### src/rtl/clk_div_ctrl.sv
// Config controller for the integer clock divider: round-robin arbitration of two requesters.
// Changes are applied at a divided-clock low phase. Optional WAIT timeout: CLK_DIV_CTRL_TIMEOUT_EN.
module clk_div_ctrl #(
    parameter int unsigned DIV_W      = 8,
    parameter int unsigned RST_RATIO  = 1,
    parameter int unsigned SETTLE_CYC = 4,
    parameter int unsigned TIMEOUT_W  = 8
) (
    input  logic             i_ref_clk,
    input  logic             i_rst_n,
    input  logic             i_div_clk_mon,
    input  logic [1:0]       i_req,
    input  logic [DIV_W-1:0] i_ratio0,
    input  logic [DIV_W-1:0] i_ratio1,
    input  logic             i_en0,
    input  logic             i_en1,
    output logic [1:0]       o_ack,
    output logic             o_busy,
    output logic [DIV_W-1:0] o_div_ratio,
    output logic             o_clk_en,
    output logic             o_timeout
);

    localparam logic [2:0] IDLE   = 3'd0;
    localparam logic [2:0] WAIT   = 3'd1;
    localparam logic [2:0] APPLY  = 3'd2;
    localparam logic [2:0] SETTLE = 3'd3;
    localparam logic [2:0] ACK    = 3'd4;

    localparam int unsigned        CNT_W       = $clog2(SETTLE_CYC + 1);
    localparam logic [CNT_W-1:0]   SETTLE_LOAD = CNT_W'(SETTLE_CYC);
    localparam logic [DIV_W-1:0]   RST_VAL     = DIV_W'(RST_RATIO);

    logic [2:0]       state_q, state_d;
    logic [DIV_W-1:0] ratio_q, ratio_d;
    logic             en_q, en_d;
    logic [DIV_W-1:0] pend_ratio_q, pend_ratio_d;
    logic             pend_en_q, pend_en_d;
    logic             gnt_q, gnt_d;
    logic             rr_q, rr_d;
    logic [CNT_W-1:0] cnt_q, cnt_d;
    logic             mon_q;
    logic [1:0]       ack_q, ack_d;
    logic             busy_q, busy_d;

    logic             win;
    logic [DIV_W-1:0] win_ratio;
    logic             win_en;
    logic             div_active;
    logic             mon_fall;
    logic             to_expire;

    // rr_q names the requester preferred when both ask at once
    always_comb begin
        win = i_req[1];
        if (i_req == 2'b11) begin
            win = rr_q;
        end
    end

    assign win_ratio  = win ? i_ratio1 : i_ratio0;
    assign win_en     = win ? i_en1 : i_en0;
    assign div_active = en_q && (ratio_q >= DIV_W'(2));
    assign mon_fall   = mon_q && !i_div_clk_mon;

    always_comb begin
        state_d      = state_q;
        ratio_d      = ratio_q;
        en_d         = en_q;
        pend_ratio_d = pend_ratio_q;
        pend_en_d    = pend_en_q;
        gnt_d        = gnt_q;
        rr_d         = rr_q;
        cnt_d        = cnt_q;
        case (state_q)
            IDLE: begin
                if (|i_req) begin
                    gnt_d        = win;
                    pend_ratio_d = win_ratio;
                    pend_en_d    = win_en;
                    if (win_ratio == ratio_q && win_en == en_q) begin
                        state_d = ACK;
                    end else if (div_active) begin
                        state_d = WAIT;
                    end else begin
                        state_d = APPLY;
                    end
                end
            end
            WAIT: begin
                if (mon_fall || to_expire) begin
                    state_d = APPLY;
                end
            end
            APPLY: begin
                ratio_d = pend_ratio_q;
                en_d    = pend_en_q;
                cnt_d   = SETTLE_LOAD;
                state_d = SETTLE;
            end
            SETTLE: begin
                cnt_d = cnt_q - CNT_W'(1);
                if (cnt_q == CNT_W'(1)) begin
                    state_d = ACK;
                end
            end
            ACK: begin
                rr_d    = ~gnt_q;
                state_d = IDLE;
            end
            default: begin
                state_d = IDLE;
            end
        endcase
    end

    assign ack_d  = (state_d == ACK) ? (gnt_d ? 2'b10 : 2'b01) : 2'b00;
    assign busy_d = (state_d != IDLE);

    // mon_q samples every cycle so WAIT entry compares against a fresh previous value
    always_ff @(posedge i_ref_clk or negedge i_rst_n) begin
        if (!i_rst_n) begin
            state_q      <= IDLE;
            ratio_q      <= RST_VAL;
            en_q         <= 1'b0;
            pend_ratio_q <= RST_VAL;
            pend_en_q    <= 1'b0;
            gnt_q        <= 1'b0;
            rr_q         <= 1'b0;
            cnt_q        <= '0;
            mon_q        <= 1'b0;
            ack_q        <= 2'b00;
            busy_q       <= 1'b0;
        end else begin
            state_q      <= state_d;
            ratio_q      <= ratio_d;
            en_q         <= en_d;
            pend_ratio_q <= pend_ratio_d;
            pend_en_q    <= pend_en_d;
            gnt_q        <= gnt_d;
            rr_q         <= rr_d;
            cnt_q        <= cnt_d;
            mon_q        <= i_div_clk_mon;
            ack_q        <= ack_d;
            busy_q       <= busy_d;
        end
    end

`ifdef CLK_DIV_CTRL_TIMEOUT_EN
    localparam logic [TIMEOUT_W-1:0] TO_LAST = TIMEOUT_W'((1 << TIMEOUT_W) - 2);

    logic [TIMEOUT_W-1:0] to_cnt_q, to_cnt_d;
    logic                 timeout_q, timeout_d;

    // Expires on the WAIT cycle whose increment reaches the all-ones count
    assign to_expire = (state_q == WAIT) && !mon_fall && (to_cnt_q == TO_LAST);

    always_comb begin
        to_cnt_d  = to_cnt_q;
        timeout_d = timeout_q;
        if (state_q == IDLE && |i_req) begin
            to_cnt_d  = '0;
            timeout_d = 1'b0;
        end else if (state_q == WAIT) begin
            to_cnt_d = to_cnt_q + TIMEOUT_W'(1);
            if (to_expire) begin
                timeout_d = 1'b1;
            end
        end
    end

    always_ff @(posedge i_ref_clk or negedge i_rst_n) begin
        if (!i_rst_n) begin
            to_cnt_q  <= '0;
            timeout_q <= 1'b0;
        end else begin
            to_cnt_q  <= to_cnt_d;
            timeout_q <= timeout_d;
        end
    end

    assign o_timeout = timeout_q;
`else
    assign to_expire = 1'b0;
    // Tied low; the replication only keeps TIMEOUT_W referenced in this build
    assign o_timeout = |{TIMEOUT_W{1'b0}};
`endif

    assign o_ack       = ack_q;
    assign o_busy      = busy_q;
    assign o_div_ratio = ratio_q;
    assign o_clk_en    = en_q;

endmodule

### config.mk
export PLATFORM = sky130hd
export DESIGN_NAME = clk_div_ctrl
export DESIGN_NICKNAME = d
export VERILOG_FILES = /design/src/rtl/clk_div_ctrl.sv
export SDC_FILE = /design/constraint.sdc
export NUM_CORES = 1
export LEC_CHECK = 0
export CAP_MARGIN = 20
export CORE_MARGIN = 2
export CORE_UTILIZATION = 50
export CTS_BUF_LIST = sky130_fd_sc_hd__clkbuf_8
export CTS_CLUSTER_DIAMETER = 40
export CTS_CLUSTER_SIZE = 30
export DETAILED_ROUTE_END_ITERATION = 6
export GPL_TIMING_DRIVEN = 0
export MAX_ROUTING_LAYER = met4
export PLACE_DENSITY_LB_ADDON = 0.3
export SKIP_CTS_REPAIR_TIMING = 1
export SLEW_MARGIN = 40
export SYNTH_ARGS = -nofsm -noshare
export SYNTH_HDL_FRONTEND = slang
export SYNTH_SLANG_ARGS = --single-unit
### constraint.sdc
create_clock -name i_ref_clk -period 4 [get_ports i_ref_clk]
set_clock_uncertainty 0.1 [all_clocks]
set_input_delay 0.8 -clock i_ref_clk [delete_from_list [all_inputs] [get_ports i_ref_clk]]
set_output_delay 0.8 -clock i_ref_clk [all_outputs]
set_load 0.1 [all_outputs]
==> flow_metrics.tcl <==
set metrics [dict create \
    async_flop_share_pct 100 \
    die_area_um2 3640 \
    drive_gt1_share_pct 13.7 \
    drt-total-wl_um 3620 \
    synthCells 169 \
    areaGrowthSynthToFinish_pct 25.9 \
    synth_edf_count 0 \
    grt_setup_unrepaired "no" \
    grt_pass1_wl_um 5940 \
    final_nets 235 \
    hold_class "flop to flop" \
    clockBufferDepth 2 \
    synthFlopType "dfrtp_1" \
    required_ns 4.07 \
    finalSetupViolations 0 \
    arrival_ns 2.68 \
    postLayoutCoreUtil_pct 65.9 \
    synthesis.area_um2 1590 \
    drt_iter0_markers 88 \
    power_mw 1.57 \
    start_kind "input pin" \
    crit_path_max_fanout 9 \
    worstMarginPinSlew_ns 0.646 \
    initial_core_util_pct 52.4 \
    ys_types 42 \
    portBuffers 34 \
    die_w_um 60.3 \
    clock_sinks 30 \
    syn_nets 194 \
    fin_cells 255 \
    powerDensity_nw_per_um2 786 \
    core_um2 3030 \
    vias_per_cell 5.42 \
    place_congestion 0.959 \
    cts_made_buffers 5 \
    p_leak_nw 0.924 \
    first_global_vias 1326 \
    cts_max_level 2 \
    final.setup.worst_slack_ns 1.40 \
    max_freq_mhz 384 \
    syn_area_per_cell_um2 9.38 \
    r2r_cells 4 \
    status "completed" \
    slew-limit-headroom_pct 56.9 \
    dp_hpwl_um 2780 \
    yosysSeqAreaShare_pct 47.5 \
    cts-root-buf "clkbuf_8" \
    finalHoldViolCount 0 \
    fin_setup_tns_ns 0 \
    multi_input_area_um2 734 \
    grt_use_total_pct 23.4 \
    seqCellArea_um2 753 \
    dpl.cell_count 247 \
    fin_crit_sh_pct 65.1 \
    vias 1383 \
    min_period_ns 2.60 \
    fillerInstances 240 \
    antenna_found_initial 0 \
    end_kind "flop" \
    post-route-drc-count 0 \
    clk_pin_slew_worst_paths_ns 0.06 \
    die_h_um 60.3 \
    placementRows 20 \
    yosysWarnings 0 \
    drtPass1Iterations 4 \
    wl_per_cell_um 14.2 \
    io_pins 36 \
    clk_latency_ns 0.28 \
    ant_nets 0 \
    hold_depth 2 \
    cts_tree "built" \
    rrSetupSlack_ns 1.96 \
    path_class "input pin to flop" \
    synth-seq-cells 30 \
    cap_violations 0 \
    gr-total-overflow 0 \
    grt_start_max_net_pins 31 \
    slew_violations 0 \
    diodes 0 \
    ir_drop_mv 0.441 \
    post-place-ws_ns 1.12 \
]
==> final cells by class <==
class | instances | share of cell area, %
buffer | 8 | 2.07
multi-input combinational | 116 | 36.8
inverter | 15 | 2.82
timing repair buffer | 34 | 13.8
clock inverter | 3 | 0.564
sequential | 30 | 37.7
tap | 44 | 2.76
clock buffer | 5 | 3.45
==> worst paths after layout <==
kind                                         end                  startpoint
setup / recovery            state_q[0]$_DFF_PN0_                    i_req[0]
hold / removal             pend_en_q$_DFFE_PN0P_       pend_en_q$_DFFE_PN0P_
setup reg to reg            state_q[1]$_DFF_PN0_  o_div_ratio[2]$_DFFE_PN0P_
hold reg to reg            pend_en_q$_DFFE_PN0P_       pend_en_q$_DFFE_PN0P_
max in group asynchronous  pend_en_q$_DFFE_PN0P_                     i_rst_n
min in group asynchronous     o_ack[0]$_DFF_PN0_                     i_rst_n
==> state kept, by name, summed over array words and instances, names as in the netlist <==
name          flops
o_div_ratio       8
pend_ratio_q      8
cnt_q             3
state_q           3
o_ack             2
gnt_q             1
mon_q             1
o_busy            1
o_clk_en          1
pend_en_q         1
rr_q              1
==> where the power goes <==
group	switching [mW]	leakage [nW]	internal, mW	total [mW]
Clock	0.105	0.0519	0.115	0.220
Combinational	0.581	0.507	0.227	0.809
Sequential	0.107	0.365	0.433	0.540
Total	0.793	0.924	0.776	1.57
==> synthesized netlist by cell type (2+ instances only) <==
cell type   n  area share (%)
dfrtp_1    28              44
nand2_1    22             5.2
o21ai_0    18             5.7
inv_1      15             3.6
a21oi_1    10             3.2
nor2_1     10             2.4
clkbuf_1    6             1.4
o22ai_1     6             2.4
mux2i_1     5             3.2
mux2_2      4             2.8
nand2b_1    4             1.6
nor3_1      3            0.95
o211ai_1    3             1.4
xor2_1      3             1.7
a31oi_1     2            0.79
dfstp_2     2             3.3
ha_1        2             1.6
o32ai_1     2             1.1
==> cell usage in the layout (no fill, tap or decap), drive strengths merged, types with 2 or more instances in the layout <==
cell type and instances:
dfrtp 28, a21oi 10, o21ai 18, and2 2, xor2 3, mux2i 5
mux2 4, nor4 2, o22ai 6, nand2b 4, nand2 22, clkdlybuf4s50 21
o32ai 2, clkbuf 11, inv 18, nor2 10, ha 2, o211ai 3
a31oi 2, nor3 3, buf 15, dfstp 2
==> kinds of logic (layout without fill, tap and decap cells) <==
logic type      Yosys count  count (layout)  synth area share (%)
xor+xnor                  4               4                  2.21
other cells               1               1                 0.237
mux                       9               9                  6.00
compound gates           53              53                  21.2
fa+ha+maj                 2               2                  1.58
flops                    30              30                  47.5
simple gates             47              47                  15.2
buf+inv                  23              65                  6.16
==> metal layers <==
layer	GRT usage [%]	vias up	part of all wire (%)
met1	28.8	653	43
li1	-	673	-
met5	-	-	0
met3	6.71	6	7.8
met2	36.0	51	48
met4	9.52	0	1.5
==> through the flow <==
step / cell area, um^2 / hold slack (ns)
after floorplan: 1590 / 0.344
after global placement: 1980 / 0.360
after global routing: 2000 / 0.415
after detailed placement: 1920 / 0.365
after CTS: 2000 / 0.381
final: 2000 / 0.379
==> critical path: stages <==
cell and delay, ns:
clkdlybuf4s50_1 0.53, nand2b_1 0.12, and2_4 0.18, buf_6 0.14, mux2i_1 0.14, o221a_1 0.24
and4bb_4 0.22, o32ai_1 0.31
No activity file was read; power rests on OpenSTA's default activity.
